--- config.mk ---
export PLATFORM = sky130hd
export DESIGN_NAME = glitcbus_region_arbiter
export DESIGN_NICKNAME = d
export VERILOG_FILES = /design/src/rtl/glitcbus_region_arbiter.sv
export SDC_FILE = /design/constraint.sdc
export NUM_CORES = 1
export LEC_CHECK = 0
export BUFFER_PORTS_ARGS = -buffer_cell sky130_fd_sc_hd__buf_2
export CORE_AREA = 2 2 180 182
export CTS_CLUSTER_SIZE = 28
export DETAILED_ROUTE_END_ITERATION = 16
export DIE_AREA = 0 0 182 184
export PLACE_DENSITY_LB_ADDON = 0.2
export SYNTH_ARGS = -nofsm -noshare
export SYNTH_HDL_FRONTEND = slang
export SYNTH_SLANG_ARGS = --single-unit
--- constraint.sdc ---
create_clock -name user_clk_i -period 3.3 [get_ports user_clk_i]
set_clock_uncertainty 0.15 [all_clocks]
set_input_delay 0 -clock user_clk_i [delete_from_list [all_inputs] [get_ports user_clk_i]]
set_output_delay 0 -clock user_clk_i [all_outputs]
set_load 0.02 [all_outputs]
--- src/rtl/glitcbus_region_arbiter.sv ---
// GLITCBUS region arbiter: decodes the bus address into register regions and a
// sample-storage window, issues registered strobes to the target, waits for the
// read acknowledge with a timeout and logs faulted accesses.
module glitcbus_region_arbiter #(
    parameter int unsigned             NUM_REGIONS = 8,
    parameter int unsigned             REGION_BITS = 4,
    parameter int unsigned             SAMPLE_BIT  = 11,
    parameter int unsigned             ADDR_WIDTH  = 16,
    parameter int unsigned             DATA_WIDTH  = 32,
    parameter logic [15:0]             ACK_MASK    = 16'h0000,
    parameter int unsigned             TIMEOUT     = 15,
    parameter logic [DATA_WIDTH-1:0]   ERR_PATTERN = 32'hBAD0ADD0
) (
    input  logic                              user_clk_i,
    input  logic                              user_rst_i,
    input  logic [ADDR_WIDTH-1:0]             gb_adr_i,
    input  logic [DATA_WIDTH-1:0]             gb_dat_i,
    input  logic                              gb_wr_i,
    input  logic                              gb_rd_i,
    output logic [DATA_WIDTH-1:0]             gb_dat_o,
    output logic                              gb_ack_o,
    output logic [NUM_REGIONS-1:0]            user_sel_o,
    output logic                              sample_sel_o,
    output logic                              user_wr_o,
    output logic                              user_rd_o,
    output logic [ADDR_WIDTH-1:0]             user_adr_o,
    output logic [DATA_WIDTH-1:0]             user_dat_o,
    input  logic [NUM_REGIONS*DATA_WIDTH-1:0] region_dat_i,
    input  logic [NUM_REGIONS-1:0]            region_ack_i,
    input  logic [DATA_WIDTH-1:0]             sample_dat_i,
    input  logic                              sample_ack_i,
    output logic [7:0]                        err_count_o,
    output logic [ADDR_WIDTH-1:0]             err_adr_o
);

    localparam int unsigned IDX_W = (NUM_REGIONS > 1) ? $clog2(NUM_REGIONS) : 1;

    typedef enum logic [1:0] {
        S_IDLE,
        S_STROBE,
        S_WAIT
    } state_t;

    state_t                   r_state, w_state_nx;
    logic [ADDR_WIDTH-1:0]    r_adr, w_adr_nx;
    logic [DATA_WIDTH-1:0]    r_dat, w_dat_nx;
    logic [NUM_REGIONS-1:0]   r_sel, w_sel_nx;
    logic                     r_ssel, w_ssel_nx;
    logic                     r_wr, w_wr_nx;
    logic                     r_rd, w_rd_nx;
    logic                     r_is_wr, w_is_wr_nx;
    logic                     r_is_smp, w_is_smp_nx;
    logic                     r_unm, w_unm_nx;
    logic [IDX_W-1:0]         r_idx, w_idx_nx;
    logic [7:0]               r_cnt, w_cnt_nx;
    logic [DATA_WIDTH-1:0]    r_gb_dat, w_gb_dat_nx;
    logic                     r_gb_ack, w_gb_ack_nx;
    logic [7:0]               r_err_cnt, w_err_cnt_nx;
    logic [ADDR_WIDTH-1:0]    r_err_adr, w_err_adr_nx;

    logic                     w_in_smp;
    logic [IDX_W-1:0]         w_in_idx;
    logic                     w_in_unm;
    logic [NUM_REGIONS-1:0]   w_in_sel;
    logic [DATA_WIDTH-1:0]    w_rdat;
    logic                     w_rack;
    logic                     w_use_ack;
    logic                     w_tgt_ack;
    logic [DATA_WIDTH-1:0]    w_tgt_dat;
    logic [1:0]               w_req_n;
    logic                     w_cmp_flt;
    logic [1:0]               w_nflt;
    logic [8:0]               w_sum;

    // Address decode of the incoming request and data/ack mux of the latched target
    always_comb begin
        w_in_smp = gb_adr_i[SAMPLE_BIT];
        w_in_idx = (NUM_REGIONS == 1) ? '0 : gb_adr_i[REGION_BITS +: IDX_W];
        w_in_unm = !w_in_smp && (32'(w_in_idx) >= NUM_REGIONS);
        w_in_sel = '0;
        w_rdat    = '0;
        w_rack    = 1'b0;
        w_use_ack = 1'b0;
        for (int unsigned n = 0; n < NUM_REGIONS; n++) begin
            w_in_sel[n] = !w_in_smp && !w_in_unm && (32'(w_in_idx) == n);
            if (32'(r_idx) == n) begin
                w_rdat    = region_dat_i[n*DATA_WIDTH +: DATA_WIDTH];
                w_rack    = region_ack_i[n];
                w_use_ack = ACK_MASK[n];
            end
        end
        w_tgt_ack = r_is_smp ? sample_ack_i : (w_use_ack ? w_rack : 1'b1);
        w_tgt_dat = r_is_smp ? sample_dat_i : w_rdat;
    end

    // Next-state and next-register logic for the access FSM and fault log
    always_comb begin
        w_state_nx   = r_state;
        w_adr_nx     = r_adr;
        w_dat_nx     = r_dat;
        w_sel_nx     = r_sel;
        w_ssel_nx    = r_ssel;
        w_wr_nx      = 1'b0;
        w_rd_nx      = 1'b0;
        w_is_wr_nx   = r_is_wr;
        w_is_smp_nx  = r_is_smp;
        w_unm_nx     = r_unm;
        w_idx_nx     = r_idx;
        w_cnt_nx     = r_cnt;
        w_gb_dat_nx  = r_gb_dat;
        w_gb_ack_nx  = 1'b0;
        w_req_n      = '0;
        w_cmp_flt    = 1'b0;

        case (r_state)
            S_IDLE: begin
                w_cnt_nx = '0;
                if (gb_wr_i) begin
                    w_adr_nx    = gb_adr_i;
                    w_dat_nx    = gb_dat_i;
                    w_is_smp_nx = w_in_smp;
                    w_unm_nx    = w_in_unm;
                    w_idx_nx    = w_in_idx;
                    w_is_wr_nx  = 1'b1;
                    // a read arriving with the write is dropped; an unmapped write is also a fault
                    w_req_n     = {1'b0, gb_rd_i} + {1'b0, w_in_unm};
                    if (!w_in_unm) begin
                        w_sel_nx   = w_in_sel;
                        w_ssel_nx  = w_in_smp;
                        w_wr_nx    = 1'b1;
                        w_state_nx = S_STROBE;
                    end
                end else if (gb_rd_i) begin
                    w_adr_nx    = gb_adr_i;
                    w_is_smp_nx = w_in_smp;
                    w_unm_nx    = w_in_unm;
                    w_idx_nx    = w_in_idx;
                    w_is_wr_nx  = 1'b0;
                    if (w_in_unm) begin
                        w_state_nx = S_WAIT;
                    end else begin
                        w_sel_nx   = w_in_sel;
                        w_ssel_nx  = w_in_smp;
                        w_rd_nx    = 1'b1;
                        w_state_nx = S_STROBE;
                    end
                end
            end
            S_STROBE: begin
                w_req_n = {1'b0, gb_wr_i} + {1'b0, gb_rd_i};
                if (r_is_wr) begin
                    w_sel_nx   = '0;
                    w_ssel_nx  = 1'b0;
                    w_state_nx = S_IDLE;
                end else begin
                    w_state_nx = S_WAIT;
                end
            end
            S_WAIT: begin
                w_req_n = {1'b0, gb_wr_i} + {1'b0, gb_rd_i};
                if (r_unm) begin
                    w_gb_dat_nx = ERR_PATTERN;
                    w_gb_ack_nx = 1'b1;
                    w_cmp_flt   = 1'b1;
                    w_state_nx  = S_IDLE;
                end else if (w_tgt_ack) begin
                    w_gb_dat_nx = w_tgt_dat;
                    w_gb_ack_nx = 1'b1;
                    w_sel_nx    = '0;
                    w_ssel_nx   = 1'b0;
                    w_state_nx  = S_IDLE;
                end else if (r_cnt == 8'(TIMEOUT - 1)) begin
                    w_gb_dat_nx = ERR_PATTERN;
                    w_gb_ack_nx = 1'b1;
                    w_cmp_flt   = 1'b1;
                    w_sel_nx    = '0;
                    w_ssel_nx   = 1'b0;
                    w_state_nx  = S_IDLE;
                end else begin
                    w_cnt_nx = r_cnt + 8'd1;
                end
            end
            default: begin
                w_state_nx = S_IDLE;
            end
        endcase

        // a new offending request is more recent than a completing one in the same cycle
        w_nflt       = w_req_n + {1'b0, w_cmp_flt};
        w_sum        = {1'b0, r_err_cnt} + {7'b0, w_nflt};
        w_err_cnt_nx = w_sum[8] ? 8'hFF : w_sum[7:0];
        if (w_req_n != '0) begin
            w_err_adr_nx = gb_adr_i;
        end else if (w_cmp_flt) begin
            w_err_adr_nx = r_adr;
        end else begin
            w_err_adr_nx = r_err_adr;
        end
    end

    // FSM state register
    always_ff @(posedge user_clk_i) begin
        if (user_rst_i) begin
            r_state <= S_IDLE;
        end else begin
            r_state <= w_state_nx;
        end
    end

    // Datapath, strobe and fault-log registers
    always_ff @(posedge user_clk_i) begin
        if (user_rst_i) begin
            r_adr     <= '0;
            r_dat     <= '0;
            r_sel     <= '0;
            r_ssel    <= 1'b0;
            r_wr      <= 1'b0;
            r_rd      <= 1'b0;
            r_is_wr   <= 1'b0;
            r_is_smp  <= 1'b0;
            r_unm     <= 1'b0;
            r_idx     <= '0;
            r_cnt     <= '0;
            r_gb_dat  <= '0;
            r_gb_ack  <= 1'b0;
            r_err_cnt <= '0;
            r_err_adr <= '0;
        end else begin
            r_adr     <= w_adr_nx;
            r_dat     <= w_dat_nx;
            r_sel     <= w_sel_nx;
            r_ssel    <= w_ssel_nx;
            r_wr      <= w_wr_nx;
            r_rd      <= w_rd_nx;
            r_is_wr   <= w_is_wr_nx;
            r_is_smp  <= w_is_smp_nx;
            r_unm     <= w_unm_nx;
            r_idx     <= w_idx_nx;
            r_cnt     <= w_cnt_nx;
            r_gb_dat  <= w_gb_dat_nx;
            r_gb_ack  <= w_gb_ack_nx;
            r_err_cnt <= w_err_cnt_nx;
            r_err_adr <= w_err_adr_nx;
        end
    end

    assign gb_dat_o     = r_gb_dat;
    assign gb_ack_o     = r_gb_ack;
    assign user_sel_o   = r_sel;
    assign sample_sel_o = r_ssel;
    assign user_wr_o    = r_wr;
    assign user_rd_o    = r_rd;
    assign user_adr_o   = r_adr;
    assign user_dat_o   = r_dat;
    assign err_count_o  = r_err_cnt;
    assign err_adr_o    = r_err_adr;

endmodule

==> flow_metrics.py, run 1 <==
metrics = {
    "sta": {
        "rsz0062_at_grt": "no",
        "hold_viol_final": 0,
        "worstMarginPinSlew_ns": 0.822,
        "maxSlewViolCount": 0,
        "fin_setup_tns_ns": 0,
        "min_period_ns": 3.09,
        "max_slew_margin_pct": 44.9,
        "setup_viol": 0,
        "period_share_pct": 93.6,
        "max_freq_ghz": 0.324,
    },
    "worst_setup_path": {
        "crit_fanout": 27,
        "setup.worst_path.class": "flip-flop to flip-flop",
        "critPathLaunchType": "flip-flop",
        "worstRegToRegCells": 7,
        "arrival_ns": 3.24,
        "timing.rr.start": "user_adr_o[5]",
        "r2r-end": "gb_dat_o[22]",
        "cp.required_ns": 3.45,
        "r2r_slack_ns": 0.21,
        "endpoint_kind": "flip-flop",
    },
    "clock_network": {
        "clock-root-buffer": "clkbuf_16",
        "clock_latency_ns": 0.42,
        "clock_path_buffers": 2,
        "path_clk_slew_ns": 0.07,
        "numClockSinks": 127,
        "cts_setup_buffers": 0,
        "htreeDepth": 4,
        "cts_tree": "yes",
        "cts_buffers": 17,
    },
    "flow_run": {
        "maxCapViolCount": 0,
    },
    "worst_hold_path": {
        "worstHoldPathType": "input pin to flip-flop",
        "holdCritStartpoint": "region_dat_i[61]",
        "whs_endpoint": "gb_dat_o[29]",
        "hold-path-cell-count": 5,
    },
    "routing": {
        "postRouteAntennaNets": 0,
        "drt_iter0_drc": 389,
        "wl_per_cell_um": 17.9,
        "num_vias": 9364,
        "drt-total-wl_um": 34400,
        "drc_errors": 0,
        "viasPerCell": 4.87,
        "drt_first_pass_iters": 4,
    },
    "yosys": {
        "synthArstFlopShare_pct": 0,
        "syn_area_per_cell_um2": 8.15,
        "yosys.cell_types.count": 60,
        "synth.cell_area_mm2": 0.00760,
        "syn_nets": 1293,
        "syn-instance-count": 932,
        "yosysSeqAreaShare_pct": 33.5,
        "synth_edf_count": 0,
        "synth_seq_cells": 127,
        "ys_warn_count": 0,
        "ys.flop_type": "dfxtp_1",
    },
    "die": {
        "fp-row-count": 65,
        "die_w_um": 182,
        "ios": 465,
        "die_h_um": 184,
        "dieArea_mm2": 0.0335,
        "coreArea_mm2": 0.0314,
        "initial_core_util_pct": 24.2,
    },
    "finish": {
        "area_delta_synth_final_pct": 63.5,
        "nNetsFinal": 1867,
        "layout.cells.most_common": "buf_2",
        "layout.cells.most_common_list": "455 x buf_2, 168 x nand2_1, 163 x dlygate4sd3_1",
        "design_area_mm2": 0.0124,
        "drive_above_1_share_pct": 36.9,
        "post-route-util_pct": 39.6,
    },
    "pwr": {
        "p_per_area_mw_per_mm2": 416,
        "ir_worst_vdd_mv": 0.249,
        "p_leak_uw": 0.00563,
    },
    "global_routing": {
        "track_usage_pct": 19.7,
        "grt_overflow": 0,
        "grt_max_degree": 67,
        "grt_pass1_wl_um": 51800,
        "antenna_found_initial": 4,
        "grt_pass1_vias": 9340,
    },
    "placed_design": {
        "placed_area_mm2": 0.0102,
        "finalWeightedCongestion": 0.850,
        "dp_hpwl_um": 24800,
        "io_buffers": 456,
    },
    "outcome": {
        "outcome": "completed",
    },
}
final cells by class:
type                       instances  area, µm²
fill                            3317      19000
multi-input combinational        680       4520
timing repair buffer             638       4090
sequential                       127       2550
tap                              402        503
clock buffer                      18        429
clock inverter                    14        169
inverter                          42        158
antenna                            2       5.00
critical path, stage by stage (launching register included):
cell	delay (ns)
dfxtp_4	0.61
buf_6	0.35
mux2i_1	0.21
dlygate4sd3_1	0.56
o22ai_1	0.08
a2111oi_0	0.33
dlygate4sd3_1	0.62
a211oi_1	0.05
state kept, by name, summed over array words and instances (netlist names):
name,cells
r_cnt,8
gb_dat_o,32
user_rd_o,1
err_adr_o,16
r_state,2
user_sel_o,8
sample_sel_o,1
err_count_o,8
r_is_wr,1
gb_ack_o,1
user_dat_o,32
user_wr_o,1
user_adr_o,16
cell usage after synthesis (15+ instances only):
| cell type | n | area (µm²) |
|---|---|---|
| buf_2 | 17 | 85.1 |
| inv_1 | 40 | 150 |
| mux2i_1 | 57 | 571 |
| dfxtp_1 | 127 | 2540 |
| a211oi_1 | 15 | 113 |
| mux2_2 | 22 | 248 |
| o21ai_0 | 34 | 170 |
| a21oi_1 | 87 | 435 |
| nand2_1 | 168 | 631 |
| a311oi_1 | 16 | 140 |
| clkbuf_1 | 50 | 188 |
| o221ai_1 | 27 | 236 |
| o22ai_1 | 16 | 100 |
| nor2_1 | 30 | 113 |
stage by stage:
step,worst slack (ns),instances,hold slack (ns),power (µW)
after floorplan,0.407,932,-0.0140,2530
after global placement,0.582,1726,0.0896,3050
after detailed placement,0.540,1726,0.0959,3060
after CTS,0.0979,1921,0.00452,5240
after global routing,0.0669,1923,0.0176,5460
final,0.212,1923,0.0108,5160
how the worst max path moves through the flow:
| stage | start | endpoint | slack, ns | cells past startpoint |
|---|---|---|---|---|
| 2_1_floorplan | r_state[0] | err_count_o[0] | 0.41 | 13 |
| 3_5_place_dp | r_state[0] | err_count_o[1] | 0.54 | 11 |
| 3_3_place_gp | r_state[1] | err_count_o[0] | 0.58 | 11 |
| 5_1_grt | user_adr_o[5] | gb_dat_o[22] | 0.07 | 7 |
| 4_1_cts | r_state[0] | gb_dat_o[21] | 0.1 | 9 |
| 6_report | user_adr_o[5] | gb_dat_o[22] | 0.21 | 7 |
cells by family after synthesis:
| family | Yosys count | share of synthesized area (%) |
|---|---|---|
| and+or+nand+nor | 288 | 17.2 |
| xor gates and xnor gates | 6 | 0.692 |
| muxes | 86 | 12.8 |
| adders and majority gates | 12 | 2.07 |
| DFF | 127 | 33.5 |
| buffers and inverters | 125 | 7.05 |
| AOI/OAI and AO/OA | 288 | 26.7 |
report_power, final:
part / leakage, µW / internal (µW) / total, µW / switching [µW]
Clock: 0.000284 / 1140 / 1980 / 841
Sequential: 0.00104 / 1650 / 1740 / 82.7
Combinational: 0.00430 / 654 / 1440 / 790
Total: 0.00563 / 3450 / 5160 / 1710
layer usage:
layer	GRT usage, %	share of wire [%]	vias to the layer above	wire (µm)
li1	-	-	4597	-
met1	23.9	43	4438	14700
met2	35.2	50	298	17400
met3	4.32	5.6	29	1920
met4	4.77	1.4	2	473
met5	0	0.038	-	13
what timing repair did:
item | 4_1_cts | 5_1_grt
hold endpoints to repair | 121 | 0
hold buffers | 163 | 0
gates resized for setup | 0 | 2
endpoints found under the setup margin | 0 | 3
No activity file was read; power rests on OpenSTA's default activity.
==> run 2, diff against run 1 <==
--- a/config.mk
+++ b/config.mk
@@ -11,6 +11,7 @@
 export DETAILED_ROUTE_END_ITERATION = 16
 export DIE_AREA = 0 0 182 184
 export PLACE_DENSITY_LB_ADDON = 0.2
+export REMOVE_ABC_BUFFERS = 1
 export SYNTH_ARGS = -nofsm -noshare
 export SYNTH_HDL_FRONTEND = slang
 export SYNTH_SLANG_ARGS = --single-unit
==> run 2 against run 1 <==
- final cell count is 0.62% higher
- non-clock buffer count is 8 higher
- routed wire length is 0.65% higher
- clock-buffer cell count is 1 lower
- global-route usage is 0.22 points higher
- largest cell class unchanged
- sequential power hardly changed
- power is 1.6% lower
- critical path depth is 2 lower
- combinational power hardly changed
- sequential cell count stayed put
==> flow_metrics.py, run 2 (synthesis results as in run 1) <==
metrics = {
    "placed_design": {
        "dp.cells": 1728,
        "dp_hpwl_um": 24800,
        "io_buffers": 456,
        "finalWeightedCongestion": 0.854,
    },
    "worst_setup_path": {
        "crit_fanout": 36,
        "setup.worst_path.class": "flip-flop to flip-flop",
        "crit_end": "gb_dat_o[5]",
        "endpoint_kind": "flip-flop",
        "critPathLaunchType": "flip-flop",
        "r2r_slack_ns": 0.28,
        "worstRegToRegCells": 5,
        "r2r-end": "gb_dat_o[5]",
        "arrival_ns": 3.16,
        "crit_start": "user_adr_o[5]",
        "timing.rr.start": "user_adr_o[5]",
        "cp.required_ns": 3.44,
    },
    "global_routing": {
        "grt_pass1_vias": 9440,
        "grt_pass1_wl_um": 52200,
        "antenna_found_initial": 6,
        "grt_max_degree": 67,
        "track_usage_pct": 19.9,
        "grt_overflow": 0,
    },
    "finish": {
        "post-route-util_pct": 39.8,
        "drive_above_1_share_pct": 36.8,
        "nNetsFinal": 1875,
        "layout.cells.most_common_list": "455 x buf_2, 169 x dlygate4sd3_1, 168 x nand2_1",
        "area_delta_synth_final_pct": 64.3,
        "stdcell_count": 1935,
        "fill_cells": 3349,
        "multiInputGateArea_mm2": 0.00452,
        "seq_area_mm2": 0.00255,
        "layout.cells.most_common": "buf_2",
    },
    "routing": {
        "viasPerCell": 4.93,
        "drc_errors": 0,
        "drt-total-wl_um": 34700,
        "num_vias": 9547,
        "drt_iter0_drc": 452,
        "postRouteAntennaNets": 0,
        "drt_first_pass_iters": 5,
        "wl_per_cell_um": 17.9,
    },
    "clock_network": {
        "cts_setup_buffers": 0,
        "clock_path_buffers": 2,
        "cts_tree": "yes",
        "cts_buffers": 17,
        "numClockSinks": 127,
        "path_clk_slew_ns": 0.07,
        "clock-root-buffer": "clkbuf_16",
        "clock_latency_ns": 0.41,
        "htreeDepth": 4,
    },
    "sta": {
        "setup_viol": 0,
        "hold_viol_final": 0,
        "worst_hold_slack_ns": 0.0224,
        "maxSlewViolCount": 0,
        "rsz0062_at_grt": "no",
        "max_freq_ghz": 0.331,
        "period_share_pct": 91.5,
        "min_period_ns": 3.02,
        "max_slew_margin_pct": 42.2,
        "fin_setup_tns_ns": 0,
        "worstMarginPinSlew_ns": 0.865,
    },
    "pwr": {
        "ir_worst_vdd_mv": 0.284,
        "p_sw_uw": 1700,
        "internal_power_uw": 3380,
        "p_per_area_mw_per_mm2": 407,
        "seqPwrFrac_pct": 34.4,
        "power_frac_clock_pct": 37.1,
        "p_leak_uw": 0.00565,
        "combPwrFrac_pct": 28.5,
        "switching_share_pct": 33.5,
    },
    "outcome": {
        "outcome": "completed",
    },
    "die": {
        "coreArea_mm2": 0.0314,
        "die_w_um": 182,
        "dieArea_mm2": 0.0335,
        "initial_core_util_pct": 24.2,
        "die_h_um": 184,
        "ios": 465,
        "fp-row-count": 65,
    },
    "worst_hold_path": {
        "worstHoldPathType": "input pin to flip-flop",
    },
    "flow_run": {
        "maxCapViolCount": 0,
    },
}
[run 2: changes by cell type in the layout (fill, tap and decap cells not counted), sizes merged]
cell	before	now
clkinv	2	4
clkbuf	18	17
bufinv	2	1
buf	475	477
diode	2	6
dlygate4sd3	163	169
[run 2: area by class of cell]
| cell class | count | share of cell area (%) |
|---|---|---|
| Antenna cell | 6 | 0.120 |
| Clock buffer | 17 | 3.41 |
| Clock inverter | 15 | 1.18 |
| Inverter | 42 | 1.26 |
| Multi-Input combinational cell | 680 | 36.2 |
| Sequential cell | 127 | 20.5 |
| Tap cell | 402 | 4.03 |
| Timing Repair Buffer | 646 | 33.3 |
[run 2: metal layers]
layer | vias to the layer above | routed length [µm] | GRT usage, %
li1 | 4620 | - | -
met1 | 4530 | 14500 | 23.8
met2 | 357 | 17300 | 35.3
met3 | 40 | 2280 | 4.44
met4 | 0 | 633 | 6.32
met5 | - | 0 | 0
[run 2: per-stage QoR]
stage	total power [µW]	setup WS [ns]	area (µm²)
2_1_floorplan	2480	-1.05	7220
3_3_place_gp	3060	0.588	10200
3_5_place_dp	3070	0.540	10200
4_1_cts	5160	0.331	12500
5_1_grt	5370	0.168	12500
6_report	5080	0.282	12500
[run 2: worst max-delay path: stages (launching register included)]
cell and delay [ns]:
dfxtp_4 0.66, nand2b_1 0.73, o221ai_1 0.20, a221o_1 0.38, a22o_1 0.20, dlygate4sd3_1 0.56
[run 2: how the worst min path moves through the flow]
stage,from,to,cells past startpoint
after floorplan,user_rst_i,err_count_o[0],1
after global placement,gb_dat_i[22],user_dat_o[22],3
after detailed placement,gb_dat_i[18],user_dat_o[18],3
after CTS,region_dat_i[189],gb_dat_o[29],4
after global routing,region_dat_i[52],gb_dat_o[20],5
final,region_dat_i[92],gb_dat_o[28],5
[run 2: power groups by stage]
stage	clock network [µW]	registers (µW)	logic (µW)
floorplan	0	1960	521
global placement	0	1780	1280
detailed placement	0	1780	1290
CTS	1950	1750	1450
global route	2020	1760	1580
finish	1890	1750	1450
[run 2: repair_timing]
action,4_1_cts,5_1_grt
hold buffers,169,0
endpoints found under the hold margin,112,0
gates resized for setup,0,0
==> run 3, diff against run 2 <==
--- a/config.mk
+++ b/config.mk
@@ -11,6 +11,7 @@
 export DETAILED_ROUTE_END_ITERATION = 16
 export DIE_AREA = 0 0 182 184
 export PLACE_DENSITY_LB_ADDON = 0.2
+export RECOVER_POWER = 25
 export REMOVE_ABC_BUFFERS = 1
 export SYNTH_ARGS = -nofsm -noshare
 export SYNTH_HDL_FRONTEND = slang
==> run 3 against run 2 <==
- power is 0.29% lower
- sequential share of layout area up 0.12 points
- critical endpoint is now gb_dat_o[3]
- routed wire length down 0.31%
- maximum frequency increased by 0.31%
- design area decreased by 0.60%
- global-route usage is the same
- die area is the same
- largest cell class unchanged
==> flow_metrics.py, run 3 (synthesis results as in run 1) <==
metrics = {
    "die": {
        "initial_core_util_pct": 24.2,
        "fp-row-count": 65,
        "die_h_um": 184,
        "coreArea_mm2": 0.0314,
        "die_w_um": 182,
        "ios": 465,
        "dieArea_mm2": 0.0335,
    },
    "placed_design": {
        "finalWeightedCongestion": 0.854,
        "place_ws_ns": 0.540,
        "dp_hpwl_um": 24800,
        "io_buffers": 456,
    },
    "finish": {
        "layout.cells.most_common": "buf_2",
        "layout.cells.most_common_list": "395 x buf_2, 169 x dlygate4sd3_1, 168 x nand2_1",
        "area_delta_synth_final_pct": 63.3,
        "drive_above_1_share_pct": 32.9,
        "nNetsFinal": 1875,
    },
    "worst_setup_path": {
        "worstRegToRegCells": 7,
        "path_cells": "buf_4 > nand2b_1 > o311a_1 > dlygate4sd3_1 > o211ai_1 > dlygate4sd3_1 > nand2_1",
        "critPathLaunchType": "flip-flop",
        "slowest_delay_ns": 0.66,
        "cp.required_ns": 3.46,
        "worst-path-buf-inv": 3,
        "cp_common_cell": "dlygate4sd3_1",
        "crit_fanout": 40,
        "setup.worst_path.class": "flip-flop to flip-flop",
        "critPathSlowestCell": "dfxtp_4",
        "cp.depth": 7,
        "path_delay_family": "buffers and inverters",
        "endpoint_kind": "flip-flop",
        "arrival_ns": 3.17,
    },
    "pwr": {
        "seqPwrFrac_pct": 34.6,
        "p_leak_uw": 0.00540,
        "combPwrFrac_pct": 28.2,
        "p_sw_uw": 1700,
        "ir_worst_vdd_mv": 0.284,
        "switching_share_pct": 33.6,
        "power_frac_clock_pct": 37.3,
        "p_per_area_mw_per_mm2": 408,
        "internal_power_uw": 3360,
    },
    "routing": {
        "drc_errors": 0,
        "viasPerCell": 4.91,
        "num_vias": 9504,
        "drt_iter0_drc": 382,
        "drt-total-wl_um": 34600,
        "wl_per_cell_um": 17.9,
        "postRouteAntennaNets": 0,
        "drt_first_pass_iters": 5,
    },
    "global_routing": {
        "track_usage_pct": 19.9,
        "grt_overflow": 0,
        "grt_pass1_wl_um": 52200,
        "grt_max_degree": 67,
        "antenna_found_initial": 6,
        "grt_pass1_vias": 9440,
    },
    "worst_hold_path": {
        "hold-path-cell-count": 5,
        "worstHoldPathType": "input pin to flip-flop",
    },
    "sta": {
        "min_period_ns": 3.01,
        "maxSlewViolCount": 0,
        "worst_hold_slack_ns": 0.0198,
        "hold_viol_final": 0,
        "rsz0062_at_grt": "no",
        "max_slew_margin_pct": 42.1,
        "worstMarginPinSlew_ns": 0.867,
        "period_share_pct": 91.2,
        "max_freq_ghz": 0.332,
        "setup_viol": 0,
        "fin_ws_ns": 0.291,
    },
    "clock_network": {
        "numClockSinks": 127,
        "htreeDepth": 4,
        "clock_latency_ns": 0.41,
        "cts_tree": "yes",
        "clock_path_buffers": 2,
        "cts_buffers": 17,
        "clock-root-buffer": "clkbuf_16",
        "path_clk_slew_ns": 0.07,
        "cts.repair.resized": 0,
    },
    "flow_run": {
        "maxCapViolCount": 0,
    },
    "outcome": {
        "outcome": "completed",
    },
}
==> run 3: cell count changes in the layout (fill, tap and decap cells not counted) <==
cell      previous run  this run
clkbuf_1             0        60
buf_2              455       395
==> run 3: metrics by stage <==
stage	cell area [µm²]	setup TNS, ns	total power (µW)	utilization [%]	cells
after floorplan	7220	-27.28	2480	-	849
after global placement	10200	0	3060	32.5	1728
after detailed placement	10200	0	3070	32.5	1728
after CTS	12500	0	5160	39.7	1929
after global routing	12400	0	5350	39.5	1935
final	12400	0	5070	39.5	1935
==> run 3: worst paths after layout <==
kind,start,to,slack [ns]
hold / removal,region_dat_i[52],gb_dat_o[20],0.02
hold reg to reg,gb_dat_o[7],gb_dat_o[7],0.30
setup reg to reg,user_adr_o[5],gb_dat_o[3],0.29
setup / recovery,user_adr_o[5],gb_dat_o[3],0.29
==> run 3: power groups by stage <==
stage          clock [µW]  sequential, µW  combinational [µW]
2_1_floorplan           0            1960                 521
5_1_grt              2020            1770                1560
4_1_cts              1950            1750                1450
3_3_place_gp            0            1780                1280
3_5_place_dp            0            1780                1290
6_report             1890            1750                1430
==> run 3: what timing repair did <==
action                                 CTS  global route
setup buffers                            0             0
endpoints found under the hold margin  112             0
hold buffers                           169             0
==> run 3: worst min-delay path, delay by kind of cell <==
family,cells,cell delay (ns)
AO/OA/AOI/OAI,3,0.40
buffers and inverters,1,0.07
multiplexers,1,0.05
==> run 3: routing by layer <==
layer | vias to the layer above | GRT usage (%) | share of wire [%]
met3 | 37 | 4.44 | 6.7
met5 | - | 0 | 0
met4 | 0 | 6.32 | 1.8
li1 | 4617 | - | -
met1 | 4498 | 23.8 | 42
met2 | 352 | 35.3 | 50
==> run 3: layout make-up <==
| cell class | count | area, µm² |
|---|---|---|
| diodes | 6 | 15.0 |
| clock buffers | 17 | 425 |
| clock inverters | 15 | 148 |
| fillers | 3384 | 19000 |
| inverters | 42 | 158 |
| multi-input cells | 680 | 4520 |
| flip-flops and latches | 127 | 2550 |
| well taps | 402 | 503 |
| repair buffers | 646 | 4080 |
